### config.mk
export PLATFORM = sky130hd
export DESIGN_NAME = piso_rr_sched
export DESIGN_NICKNAME = d
export VERILOG_FILES = /design/src/rtl/piso_sched_pkg.sv /design/src/rtl/piso_rr_sched_arbiter.sv /design/src/rtl/piso_rr_sched.sv
export SDC_FILE = /design/constraint.sdc
export NUM_CORES = 1
export LEC_CHECK = 0
export CORE_ASPECT_RATIO = 2
export CORE_MARGIN = 1.5
export CORE_UTILIZATION = 49
export CTS_BUF_LIST = sky130_fd_sc_hd__clkbuf_8 sky130_fd_sc_hd__clkbuf_16
export DETAILED_ROUTE_END_ITERATION = 7
export PLACE_DENSITY = 0.78
export SETUP_SLACK_MARGIN = 0.5
export SYNTH_ARGS = -nofsm -noshare
export SYNTH_HDL_FRONTEND = slang
export SYNTH_HIERARCHICAL = 1
export SYNTH_SLANG_ARGS = --single-unit
export TNS_END_PERCENT = 10
### constraint.sdc
create_clock -name clk -period 3.4 [get_ports clk]
set_input_delay 1.02 -clock clk [delete_from_list [all_inputs] [get_ports clk]]
set_output_delay 1.02 -clock clk [all_outputs]
set_load 0.01 [all_outputs]
### src/rtl/piso_sched_pkg.sv
// piso_sched_pkg: shared defaults, state type and word length for piso_rr_sched.
// Build option: PISO_SCHED_PARITY_EN appends one even-parity bit to each word.
package piso_sched_pkg;
   localparam int NUM_REQ_DEF = 4;
   localparam int WIDTH_DEF   = 4;
`ifdef PISO_SCHED_PARITY_EN
   localparam int PAR_BITS = 1;
`else
   localparam int PAR_BITS = 0;
`endif
   localparam int WORD_LEN_DEF = WIDTH_DEF + PAR_BITS;
   typedef enum logic {IDLE, SHIFT} state_t;
   function automatic int word_len(input int width);
      return width + PAR_BITS;
   endfunction
endpackage

### src/rtl/piso_rr_sched_arbiter.sv
// rr_arbiter: combinational round-robin pick starting at ptr.
// Ports: req (request vector), ptr (highest-priority index),
//        gnt (one-hot winner), idx (winner index), any (some request present).
module rr_arbiter #(
   parameter int N  = 4,
   parameter int IW = 2
) (
   input  logic [N-1:0]  req,
   input  logic [IW-1:0] ptr,
   output logic [N-1:0]  gnt,
   output logic [IW-1:0] idx,
   output logic          any
);
   logic          w_found;
   logic [IW-1:0] w_j;
   always_comb begin
      gnt     = '0;
      idx     = '0;
      w_found = 1'b0;
      w_j     = '0;
      for (int k = 0; k < N; k++) begin
         w_j = IW'((int'(ptr) + k) % N);
         if (!w_found && req[w_j]) begin
            w_found  = 1'b1;
            gnt[w_j] = 1'b1;
            idx      = w_j;
         end
      end
   end
   assign any = |req;
endmodule

### src/rtl/piso_rr_sched.sv
// piso_rr_sched: round-robin scheduler feeding one LSB-first serializer.
// Ports: clk, reset (sync, active-high), req_i/data_i (per-requester word),
//        gnt_o (grant pulse on bit 0), serial_o/valid_o (serial payload),
//        owner_o (owner of word in flight), empty_o (nothing in flight).
// Build option: PISO_SCHED_PARITY_EN adds an even-parity bit after the data.
module piso_rr_sched
   import piso_sched_pkg::*;
#(
   parameter int NUM_REQ = NUM_REQ_DEF,
   parameter int WIDTH   = WIDTH_DEF
) (
   input  logic                             clk,
   input  logic                             reset,
   input  logic [NUM_REQ-1:0]               req_i,
   input  logic [NUM_REQ-1:0][WIDTH-1:0]    data_i,
   output logic [NUM_REQ-1:0]               gnt_o,
   output logic                             serial_o,
   output logic                             valid_o,
   output logic [$clog2(NUM_REQ)-1:0]       owner_o,
   output logic                             empty_o
);
   localparam int IW   = $clog2(NUM_REQ);
   localparam int WLEN = word_len(WIDTH);
   localparam int CW   = $clog2(WLEN + 1);

   state_t               r_state;
   logic [WLEN-1:0]      r_sh;
   logic [CW-1:0]        r_cnt;
   logic [IW-1:0]        r_ptr;
   logic [IW-1:0]        r_owner;
   logic [NUM_REQ-1:0]   r_gnt;

   logic [NUM_REQ-1:0]   w_gnt;
   logic [IW-1:0]        w_idx;
   logic                 w_any;
   logic                 w_last;
   logic                 w_load;
   logic [WLEN-1:0]      w_word;

   rr_arbiter #(.N(NUM_REQ), .IW(IW)) u_arb (
      .req (req_i),
      .ptr (r_ptr),
      .gnt (w_gnt),
      .idx (w_idx),
      .any (w_any)
   );

   assign w_last = (r_state == SHIFT) && (r_cnt == CW'(WLEN - 1));
   // Requests are only looked at when idle or on the final bit, so the next
   // word follows the current one with no bubble.
   assign w_load = w_any && ((r_state == IDLE) || w_last);
`ifdef PISO_SCHED_PARITY_EN
   assign w_word = {^data_i[w_idx], data_i[w_idx]};
`else
   assign w_word = data_i[w_idx];
`endif

   always_ff @(posedge clk) begin
      if (reset) begin
         r_state <= IDLE;
         r_sh    <= '0;
         r_cnt   <= '0;
         r_ptr   <= '0;
         r_owner <= '0;
         r_gnt   <= '0;
      end else if (w_load) begin
         r_state <= SHIFT;
         r_sh    <= w_word;
         r_cnt   <= '0;
         r_gnt   <= w_gnt;
         r_owner <= w_idx;
         r_ptr   <= (w_idx == IW'(NUM_REQ - 1)) ? '0 : w_idx + IW'(1);
      end else if (w_last) begin
         r_state <= IDLE;
         r_sh    <= '0;
         r_cnt   <= '0;
         r_gnt   <= '0;
         r_owner <= '0;
      end else if (r_state == SHIFT) begin
         r_sh    <= r_sh >> 1;
         r_cnt   <= r_cnt + CW'(1);
         r_gnt   <= '0;
      end
   end

   assign valid_o  = (r_state == SHIFT);
   assign serial_o = valid_o & r_sh[0];
   assign gnt_o    = r_gnt;
   assign owner_o  = r_owner;
   assign empty_o  = (r_state == IDLE);
endmodule

==> qor.txt, run 1 <==
most frequent cells in the layout -> 26 x clkdlybuf4s50_1, 16 x dfxtp_1, 15 x buf_4, 10 x o21ai_0, 9 x a21oi_1
nets -> 210
filler cell count in the final layout -> 214
syn_nets -> 171
Synth Register Bits -> 16
PwrDens -> 739 nW/µm²
H-Tree Depth -> 1
Ports -> 31
core area -> 2500 µm²
Rows -> 26
commonest non-fill, non-tap cell in the layout -> clkdlybuf4s50_1
layout cells sized above 1 -> 24.6%
die width -> 39.1 µm
syn_area_per_cell -> 9.05 µm²
Final setup viols -> 0
Peak Freq -> 326 MHz
clock-pin transition on the worst setup and hold timing paths -> 70 ps
crit-path leading delay family -> simple AND/OR/NAND/NOR gates
largest net degree at the start of global routing -> 24
Tightest Pin Transition -> 633 ps
Max Buffers Root-to-Sink -> 2
Tmin final -> 3070 ps
initial antenna violation count -> 0
hold slack -> 539 ps
post-synth cell types -> 35
Syn Inst Count -> 141
crit path buf inv count -> 2
die area -> 2940 µm²
VDD IR max -> 484 µV
antenna cells -> 0
Util after Layout -> 70.7%
HP Class -> register to register
Yosys warning count -> 6
Clock Latency Late Sink -> 260 ps
CTS tree -> built
First-pass DRT Iterations -> 4
Max Slew Vio Count -> 0
Clk Tree Root Cell -> clkbuf_8
crit share post-route -> 90.3%
Leakage -> 0.683 nW
vias post-DR -> 1336
# hold bufs at CTS -> 0
number of global-route vias before repair -> 1308
Layout area overhead -> 38.8%
worst-path cell chain -> buf_8 -> buf_6 -> mux4_2 -> nor2_1 -> o21ai_0 -> a22o_1 -> ha_1 -> or4_1 -> a21oi_1
Die H -> 75.2 µm
Final Skew -> 5.49 ps
cts bufs inserted -> 3
DRC viols -> 0
overall routing resource usage -> 27.4%
Syn Std Cell Area -> 1280 µm²
WP data required -> 3590 ps
WP data arrival -> 3250 ps
Critical Path End Type -> register
IO buf count -> 30
CP peak stage delay -> 550 ps
TritonCTS Sinks -> 16
wire per inst -> 17.3 µm
Via density -> 6.45
Iter 0 DRT Violations -> 28
critical path class -> input port to register
gpl congestion -> 0.776
normalized max-slew margin -> 57.7%
total grt overflow -> 0
max cap viols -> 0
status -> finished clean
drt total wl -> 3590 µm
first-pass GRT wire length -> 5640 µm
slowest CP cell -> mux4_2
Antenna Nets Post-Route -> 0
crit path max fanout -> 6
initial core utilization -> 50.9%
CP Launch Type -> input port
unrepaired setup endpoints after global routing -> true
register area share after synthesis -> 25.1%
endpoints failing hold -> 0
Detail Placement HPWL -> 2650 µm
## cell usage after synthesis
library cell / instances / share of area [%]
buf_2: 5 / 2.0
nor3_1: 3 / 1.2
mux2_2: 6 / 5.3
inv_1: 5 / 1.5
a21oi_1: 9 / 3.5
or4_1: 2 / 1.2
buf_6: 1 / 0.88
o32a_1: 1 / 0.78
dfxtp_1: 16 / 25
and2_1: 1 / 0.49
nor4b_4: 1 / 1.9
a21o_1: 1 / 0.59
inv_2: 1 / 0.29
and3b_1: 2 / 1.4
a211oi_1: 3 / 1.8
nand3_1: 6 / 2.4
a22oi_1: 8 / 4.7
o31ai_1: 1 / 0.59
nand2b_1: 2 / 0.98
nor2_1: 9 / 2.6
nand2_1: 6 / 1.8
a31oi_1: 3 / 1.5
nor2b_1: 4 / 2.0
o21ai_0: 11 / 4.3
a22o_1: 1 / 0.69
mux4_2: 8 / 14
ha_1: 8 / 7.8
buf_1: 1 / 0.29
a32oi_1: 5 / 3.4
mux2i_1: 1 / 0.78
nor3b_1: 2 / 1.2
clkbuf_1: 5 / 1.5
o21ai_1: 1 / 0.39
o211ai_1: 1 / 0.59
o2111ai_1: 1 / 0.69
## area by class of cell
cell class	count	area (µm²)	area share [%]
Sequential cell	16	320	18.1
Multi-Input combinational cell	107	906	51.1
Tap cell	28	35.0	1.98
Inverter	6	22.5	1.27
Timing Repair Buffer	46	433	24.4
Clock buffer	4	55.1	3.11
## flip-flops by register name (all words and copies together) (netlist names)
name,count
r_sh,4
owner_o,2
r_cnt,3
gnt_o,4
valid_o,1
r_ptr,2
## path summary, 6_finish.rpt
| kind | end | depth (start not counted) | slack, ps | from |
|---|---|---|---|---|
| hold reg to reg | r_cnt[1] | 2 | 540 | r_cnt[1] |
| hold / removal | r_cnt[1] | 2 | 540 | r_cnt[1] |
| setup reg to reg | r_ptr[0] | 9 | 620 | r_ptr[1] |
| setup / recovery | r_ptr[0] | 9 | 330 | req_i[1] |
## routing by layer
layer	GRT usage, %	routed length, µm	share of wire, %
met5	0	0	0
met4	14.9	100	2.8
met3	2.95	133	3.7
met2	52.2	2080	58
met1	26.5	1280	36
## power breakdown
part | internal (mW) | switching (mW) | total, mW
clock network | 0.103 | 0.0721 | 0.175
registers | 0.229 | 0.0246 | 0.253
logic | 0.462 | 0.419 | 0.881
## worst reg2reg max path, stage by stage, from the launching register on
cell and delay, ps:
dfxtp_1 330, inv_1 80, ha_1 390, mux4_2 440, nor2_1 170, o21ai_0 130, a22o_1 290, ha_1 210
or4_1 530, a21oi_1 150
## repair_timing
item	4_1_cts	5_1_grt
buffers inserted	2	0
gates resized for setup	27	2
cloned	0	0
pin swaps	4	3
endpoints found under the setup margin	12	6
## through the flow
step           worst slack (ps)  cells  power [mW]  setup TNS, ps  area, µm²
3_5_place_dp               -330    201        1.09          -1490       1680
3_3_place_gp               -229    201        1.06          -1030       1680
2_1_floorplan               394    141       0.869              0       1310
5_1_grt                     274    207        1.40              0       1770
6_report                    330    207        1.31              0       1770
4_1_cts                     360    207        1.29              0       1760
## cell families after synthesis
family / share of synthesized area [%]
buffers and inverters: 6.37
muxes: 20.2
DFF: 25.1
and+or+nand+nor: 17.0
AOI/OAI and AO/OA: 23.5
adders and majority gates: 7.84
Power figures use the tool's default switching activity.
==> inputs of run 2 (changes only) <==
--- a/config.mk
+++ b/config.mk
@@ -5,6 +5,7 @@
 export SDC_FILE = /design/constraint.sdc
 export NUM_CORES = 1
 export LEC_CHECK = 0
+export ABC_CLOCK_PERIOD_IN_PS = 3400
 export CORE_ASPECT_RATIO = 2
 export CORE_MARGIN = 1.5
 export CORE_UTILIZATION = 49
==> results of run 2 <==
The final DEF is identical to that of run 1; final timing and power are the same.
